[config.mk]
export PLATFORM = sky130hd
export DESIGN_NAME = bus_serial_port
export DESIGN_NICKNAME = d
export VERILOG_FILES = /design/src/rtl/bus_serial_port.sv
export SDC_FILE = /design/constraint.sdc
export NUM_CORES = 1
export LEC_CHECK = 0
export BUFFER_PORTS_ARGS = -buffer_cell sky130_fd_sc_hd__buf_4
export CELL_PAD_IN_SITES_DETAIL_PLACEMENT = 1
export CELL_PAD_IN_SITES_GLOBAL_PLACEMENT = 1
export CORE_ASPECT_RATIO = 0.8
export CORE_MARGIN = 4
export CORE_UTILIZATION = 40
export CTS_CLUSTER_DIAMETER = 40
export DETAILED_ROUTE_END_ITERATION = 10
export PLACE_DENSITY_LB_ADDON = 0.1
export SLEW_MARGIN = 20
export SYNTH_ARGS = -nofsm -noshare
export SYNTH_HDL_FRONTEND = slang
export SYNTH_SLANG_ARGS = --single-unit
[constraint.sdc]
create_clock -name clk -period 5.4 [get_ports clk]
set_input_delay 1.08 -clock clk [delete_from_list [all_inputs] [get_ports clk]]
set_output_delay 1.08 -clock clk [all_outputs]
set_load 0.005 [all_outputs]
[src/rtl/bus_serial_port.sv]
// Memory-mapped serial transmitter: bus writes fill a small word FIFO, an FSM
// frames each 32-bit word (start, 32 data bits LSB first, stop) onto tx.
module bus_serial_port #(
  parameter int DEPTH   = 4,
  parameter int CLK_DIV = 4
) (
  input  logic        clk,
  input  logic        rst,
  input  logic [31:0] addr,
  input  logic        cs,
  input  logic        wr_rd,
  input  logic [31:0] data_bus_write,
  output logic        data_bus_read,
  output logic        tx,
  output logic        irq_empty
);

  // state | meaning
  // IDLE  | line high, waiting for a queued word
  // START | start bit (tx low) for CLK_DIV cycles
  // DATA  | 32 data bits, LSB first, CLK_DIV cycles each
  // STOP  | stop bit (tx high); pops the next word directly if one is queued
  typedef enum logic [1:0] {IDLE, START, DATA, STOP} state_t;

  localparam int PW = $clog2(DEPTH);
  localparam int CW = $clog2(DEPTH + 1);
  localparam int BW = (CLK_DIV > 1) ? $clog2(CLK_DIV) : 1;

  state_t            state, state_next;
  logic [31:0]       mem [DEPTH];
  logic [PW-1:0]     rd_ptr, wr_ptr;
  logic [CW-1:0]     count, count_next;
  logic [BW-1:0]     baud;
  logic [4:0]        bit_cnt;
  logic [31:0]       shift;
  logic              ovf;
  logic              pop, push_req, push_ok, drop, clr_ovf;
  logic              baud_done, full, empty, busy;
  logic              unused_addr;

  assign unused_addr = ^{addr[31:4], addr[1:0]};
  assign baud_done   = (baud == BW'(CLK_DIV - 1));
  assign full        = (count == CW'(DEPTH));
  assign empty       = (count == '0);
  assign busy        = (state != IDLE) || !empty;

  always_ff @(posedge clk or posedge rst) begin
    if (rst) state <= IDLE;
    else     state <= state_next;
  end

  always_comb begin
    state_next = state;
    pop        = 1'b0;
    case (state)
      IDLE:  if (!empty) begin pop = 1'b1; state_next = START; end
      START: if (baud_done) state_next = DATA;
      DATA:  if (baud_done && bit_cnt == 5'd31) state_next = STOP;
      STOP:  if (baud_done) begin
               if (!empty) begin pop = 1'b1; state_next = START; end
               else state_next = IDLE;
             end
      default: state_next = IDLE;
    endcase
  end

  always_comb begin
    data_bus_read = 1'b0;
    if (cs && !wr_rd) begin
      case (addr[3:2])
        2'd0: data_bus_read = full;
        2'd1: data_bus_read = busy;
        2'd2: data_bus_read = ovf;
        2'd3: data_bus_read = empty;
        default: data_bus_read = 1'b0;
      endcase
    end
  end

  // A push into a full FIFO still lands if the FSM frees a slot on the same edge.
  always_comb begin
    push_req   = cs && wr_rd && (addr[3:2] == 2'd0);
    clr_ovf    = cs && wr_rd && (addr[3:2] == 2'd3);
    push_ok    = push_req && (!full || pop);
    drop       = push_req && full && !pop;
    count_next = count;
    case ({push_ok, pop})
      2'b10:   count_next = count + CW'(1);
      2'b01:   count_next = count - CW'(1);
      default: count_next = count;
    endcase
  end

  always_ff @(posedge clk) begin
    if (push_ok) mem[wr_ptr] <= data_bus_write;
  end

  always_ff @(posedge clk or posedge rst) begin
    if (rst) begin
      tx        <= 1'b1;
      count     <= '0;
      rd_ptr    <= '0;
      wr_ptr    <= '0;
      baud      <= '0;
      bit_cnt   <= '0;
      shift     <= '0;
      ovf       <= 1'b0;
      irq_empty <= 1'b1;
    end else begin
      count     <= count_next;
      irq_empty <= (count_next == '0) && (state_next == IDLE);
      if (push_ok) wr_ptr <= wr_ptr + PW'(1);
      if (pop) begin
        rd_ptr <= rd_ptr + PW'(1);
        shift  <= mem[rd_ptr];
      end
      if (drop)         ovf <= 1'b1;
      else if (clr_ovf) ovf <= 1'b0;
      case (state)
        IDLE: if (pop) begin tx <= 1'b0; baud <= '0; end
        START:
          if (baud_done) begin
            baud    <= '0;
            tx      <= shift[0];
            bit_cnt <= '0;
          end else baud <= baud + BW'(1);
        DATA:
          if (baud_done) begin
            baud    <= '0;
            bit_cnt <= bit_cnt + 5'd1;
            if (bit_cnt == 5'd31) tx <= 1'b1;
            else begin
              tx    <= shift[1];
              shift <= shift >> 1;
            end
          end else baud <= baud + BW'(1);
        STOP:
          if (baud_done) begin
            baud <= '0;
            if (pop) tx <= 1'b0;
          end else baud <= baud + BW'(1);
        default: tx <= 1'b1;
      endcase
    end
  end

endmodule

**Yosys cells after proc, flatten, opt, wreduce, memory -nomap -nowiden**

Memories as Yosys holds them, arrays and structs flattened.
Cells that the tools add are included.

- Register bits: 51
- Memory bits (writable): 128
- Word-level logic and storage cells: 90
- Memories: 1

Memories:

| memory | words | bits a word | rd ports | clocked after memory_dff | wr ports | RTL line | source |
|---|---|---|---|---|---|---|---|
| mem | 4 | 32 | 1 | 0 | 1 | 30 | `logic [31:0] mem [DEPTH];` |

- Add/subtract/negate cells: 6
- Equality and inequality tests: 15
- Mux-type cells: 32
- Reduce and logical (&&, ||, !) cells: 26

Operators by type and width:

| kind | count |
|---|---|
| two-way mux 32 bit | 4 |
| two-way mux 1 bit | 13 |
| == test 2 bit (second input constant) | 6 |
| two-way mux 2 bit | 6 |
| two-way mux 5 bit | 2 |
| one-hot mux 5 bit (2 select lines) | 1 |
| logical AND 1 bit | 9 |
| inequality test 2 bit (second input constant) | 4 |
| one-hot mux 1 bit (4 select lines) | 2 |
| one-hot mux 2 bit (4 select lines) | 1 |
| adder 2 x 1 -> 2 bit (second input constant) | 3 |
| == test 2 x 1 -> 1 bit (second input constant) | 3 |
| zero test 2 bit | 3 |
| zero test 3 bit | 2 |
| one-hot mux 3 bit (2 select lines) | 1 |
| AND reduction 3 bit | 2 |
| nonzero test 2 bit | 3 |
| adder 5 x 1 -> 5 bit (second input constant) | 1 |
| == test 5 bit (second input constant) | 1 |
| zero test 1 bit | 4 |
| one-hot mux 2 bit (2 select lines) | 1 |
| adder 3 x 1 -> 3 bit (second input constant) | 1 |
| == test 3 bit (second input constant) | 1 |
| OR reduction 3 bit | 1 |
| 3 further kinds | 4 |

**Logic depth before layout (Yosys ltp)**

- Depth in word-level cells: 10
- Gate-level depth with buffers: 13
- Depth with buffers taken out: 12

**Worst setup path before layout**

OpenSTA, ideal clock, no wires.

- Path type: input -> register
- Start: input addr[2]
- End: memory mem[0][0] (enable)
- Library setup time: 392 ps
- Data arrival time: 2553 ps
- Required time: 5008 ps
- Setup slack: 2455 ps
- Cell stages on the path: 3
- Cell sequence: nand4bb_1 -> a31oi_1 -> and2_1

- Cells in the longest elaborated chain, start to end: 5

RTL lines:

| element | RTL line | source |
|---|---|---|
| start, declared | 9 | `input logic [31:0] addr,` |
| zero test 2 bit | 82 | `push_req = cs && wr_rd && (addr[3:2] == 2'd0);` |
| logical AND 1 bit | 82 |  |
| logical AND 1 bit | 84 | `push_ok = push_req && (!full \|\| pop);` |
| two-way mux 1 bit | 95 | `if (push_ok) mem[wr_ptr] <= data_bus_write;` |
| two-way mux 1 bit (implied by the code) | 95 |  |
| end, declared | 30 |  |

No other way between the ends.

**Worst setup path in the final report**

- Start: register baud[0]
- End: memory mem[1][18] (enable)

- Cells in the longest elaborated chain, start to end: 7

RTL lines:

| element | RTL line | source |
|---|---|---|
| start, declared | 33 | `logic [BW-1:0] baud;` |
| start signal, assigned | 126 | `end else baud <= baud + BW'(1);` |
| start signal, assigned | 136 | `end else baud <= baud + BW'(1);` |
| start signal, assigned | 141 | `end else baud <= baud + BW'(1);` |
| == test 2 bit | 42 | `assign baud_done = (baud == BW'(CLK_DIV - 1));` |
| two-way mux 1 bit | 59 | `STOP: if (baud_done) begin` |
| one-hot mux 1 bit (2 select lines) | 55 | `case (state)` |
| logical OR 1 bit | 84 |  |
| logical AND 1 bit | 84 |  |
| two-way mux 1 bit | 95 |  |
| two-way mux 1 bit (implied by the code) | 95 |  |

No other way between the ends.

==> flow_summary.yaml <==
synthesis:
  synth_edf_count: 128
  synth_area_sq_um: 7380
  synth_top_family_by_area: "multiplexers"
  synth_cells: 443
  synth-seq-area-share_pct: 69.4
  syn_nets: 524
  synthAdderAreaFrac_pct: 2.30
  postSynthAreaPerCell_sq_um: 16.7
  synth_ff_type: "edfxtp_1"
  synth_most_common_cell: "edfxtp_1"
  synth_compound_area_share_pct: 5.46
  synth.area.mux_share_pct: 14.7
  post_synth_and_or_nand_nor_area_fraction_pct: 5.12
  synth_top_area_cell: "edfxtp_1"
  synth_area_leaders: "edfxtp_1 52%, dfrtp_1 17%, mux4_2 9.8%, mux2i_1 4.6%, nand2_1 2.4%"
  yosysUniqueCellTypes: 51
  synth-async-reset-ratio_pct: 28.5
  synth-xor-area-share_pct: 0.695
  netlist_top_cells_count: "128 x edfxtp_1, 49 x dfrtp_1, 48 x nand2_1"
  synth_seq_cells: 179
  synth_top_area_share_pct: 52.1
  ys_warn_count: 0
clock_network:
  clkLatencyLatePin_ns: 0.43
  cts_sinks: 179
  clkSlewWorstSetupHoldPaths_ns: 0.07
  cts_setup_buffers: 0
  htree_levels: 4
  cts_buffers: 17
  clockRootBuffer: "clkbuf_16"
  clock_path_buffers: 2
  ctsResizeCount: 0
  cts_tree: "built"
  holdBufCountCts: 0
routing:
  route.detailed.drc: 0
  vias: 3846
  wl_per_cell_um: 19.2
  vias_per_cell: 5.25
  routed_wl_um: 14100
  ant_nets: 0
  first_pass_iters: 4
  drtIter0Drc: 180
worst_setup_path:
  r2r_slack_ns: 2.12
  worstSetupEndpointType: "flip-flop"
  r2r_cells: 6
  cp-start-kind: "flip-flop"
  r2r-start: "baud[0]"
  path_class: "reg2reg"
  critPathMaxFanout: 27
  cp.required_ns: 5.47
  arrival_ns: 3.36
  r2r-end: "mem[1][18]"
cells_and_area:
  final_net_count: 571
  multiInputGateArea_sq_um: 2090
  antenna_cells: 0
  drive_gt1_share_pct: 25.6
  fin_cells: 733
  utilization_pct: 47.2
  fillCellCount: 1739
  seq_area_sq_um: 5120
  area_growth_pct: 15.7
sta:
  setup_tns_ns: 0
  maxSlewViolCount: 0
  finalHoldViolations: 0
  setup_viol: 0
  worstMarginPinSlew_ns: 0.703
  fin_skew_ns: 0.0132
  rsz0062_at_grt: "no"
  slew_headroom_pct: 53.1
  post-route-period-util_pct: 60.8
  fmax_mhz: 305
  min_period_ns: 3.28
placed_design:
  portBuffers: 40
  place_congestion: 0.738
  dp_hpwl_um: 8780
  dp.cells: 701
die:
  die_h_um: 130
  ioPinCount: 71
  start_util_pct: 40.8
  die_w_um: 160
  core_area_sq_um: 18100
  dieArea_sq_um: 20700
  rows: 44
grt:
  antenna_found_initial: 0
  grt_pass1_vias: 4209
  grt-ovfl-total: 0
  grt_max_degree: 53
  grt_pass1_wl_um: 23100
  grt_usage_pct: 14.6
power:
  p_leak_nw: 3.22
  cellPowerDensity_nw_per_um2: 481
  vdd_drop_max_mv: 0.206
run_status:
  outcome: "finished clean"
min_path:
  worstHoldPathCells: 2
  worstHoldPathType: "reg2reg"
  hp-start: "shift[3]"
  min_to: "shift[2]"
run:
  drv_cap: 0
## area by class of cell
type,instances,area share [%]
timing repair buffer,51,4.48
multi-input combinational,229,24.5
clock inverter,13,1.95
tap,230,3.37
sequential,179,60.0
clock buffer,19,5.18
inverter,12,0.527
## layer usage
| layer | share of wire [%] | up-vias | track usage [%] | wire length [um] |
|---|---|---|---|---|
| met4 | 0.91 | 0 | 4.40 | 129 |
| met3 | 3.1 | 13 | 4.13 | 443 |
| met5 | 0 | - | 0 | 0 |
| met2 | 50 | 42 | 23.8 | 7080 |
| li1 | - | 1794 | - | - |
| met1 | 46 | 1997 | 19.3 | 6460 |
## cells in the final DEF (no fill, tap or decap), types with 3 or more instances in the layout
cell	count
o211ai_1	3
o21ai_0	33
buf_4	51
nor3_1	3
mux2i_1	34
xnor2_1	4
edfxtp_1	128
dfrtp_1	48
nand2_1	48
mux4_2	32
a21oi_1	3
clkbuf_16	17
and2_1	4
inv_6	3
inv_8	3
nand3_1	5
inv_1	11
o21ai_1	8
ha_1	12
nor2_1	6
## worst max-delay path, stage by stage, from the launching register on
cell	delay (ns)
dfrtp_1	0.37
ha_1	0.47
a21oi_2	0.15
or2_0	0.41
a31oi_1	0.61
and2_1	0.44
buf_4	0.46
## state kept, by name, summed over array words and instances, names as in the netlist
signal and cells:
irq_empty 1, baud 2, wr_ptr 2, ovf 1
rd_ptr 2, count 3, bit_cnt 5, state 2
mem 128, shift 32, tx 1
## per-stage QoR
| stage | instance area, sq um | hold WS, ns | power [mW] | setup slack [ns] |
|---|---|---|---|---|
| finish | 8540 | 0.491 | 4.11 | 2.12 |
| global route | 8540 | 0.522 | 4.37 | 1.82 |
| CTS | 8540 | 0.498 | 4.19 | 2.00 |
| detailed placement | 7930 | 0.478 | 2.91 | 1.97 |
| global placement | 7930 | 0.466 | 2.87 | 2.01 |
| floorplan | 7380 | 0.450 | 2.65 | 2.46 |
## logic make-up (layout without fill, tap and decap cells)
group,count (synthesis),in the layout
AOI/OAI and AO/OA,64,64
xor gates and xnor gates,5,5
adders and majority gates,13,13
buffers and inverters,35,95
DFF,179,179
muxes,68,68
and+or+nand+nor,79,79
## worst max path at each step
stage / from / to / slack, ns / cells after the start
6_report: baud[0] / mem[1][18] / 2.12 / 6
3_3_place_gp: addr[2] / mem[1][3] / 2.01 / 5
4_1_cts: baud[0] / mem[1][30] / 2.00 / 6
2_1_floorplan: addr[2] / mem[0][0] / 2.46 / 3
5_1_grt: baud[0] / mem[1][18] / 1.82 / 6
3_5_place_dp: addr[2] / mem[1][3] / 1.97 / 5
## where the power goes
| group | internal, mW | switching [mW] | total (mW) |
|---|---|---|---|
| clock network | 0.712 | 0.546 | 1.26 |
| registers | 1.68 | 0.172 | 1.85 |
| logic | 0.509 | 0.490 | 1.00 |
No activity file was read; power rests on OpenSTA's default activity.
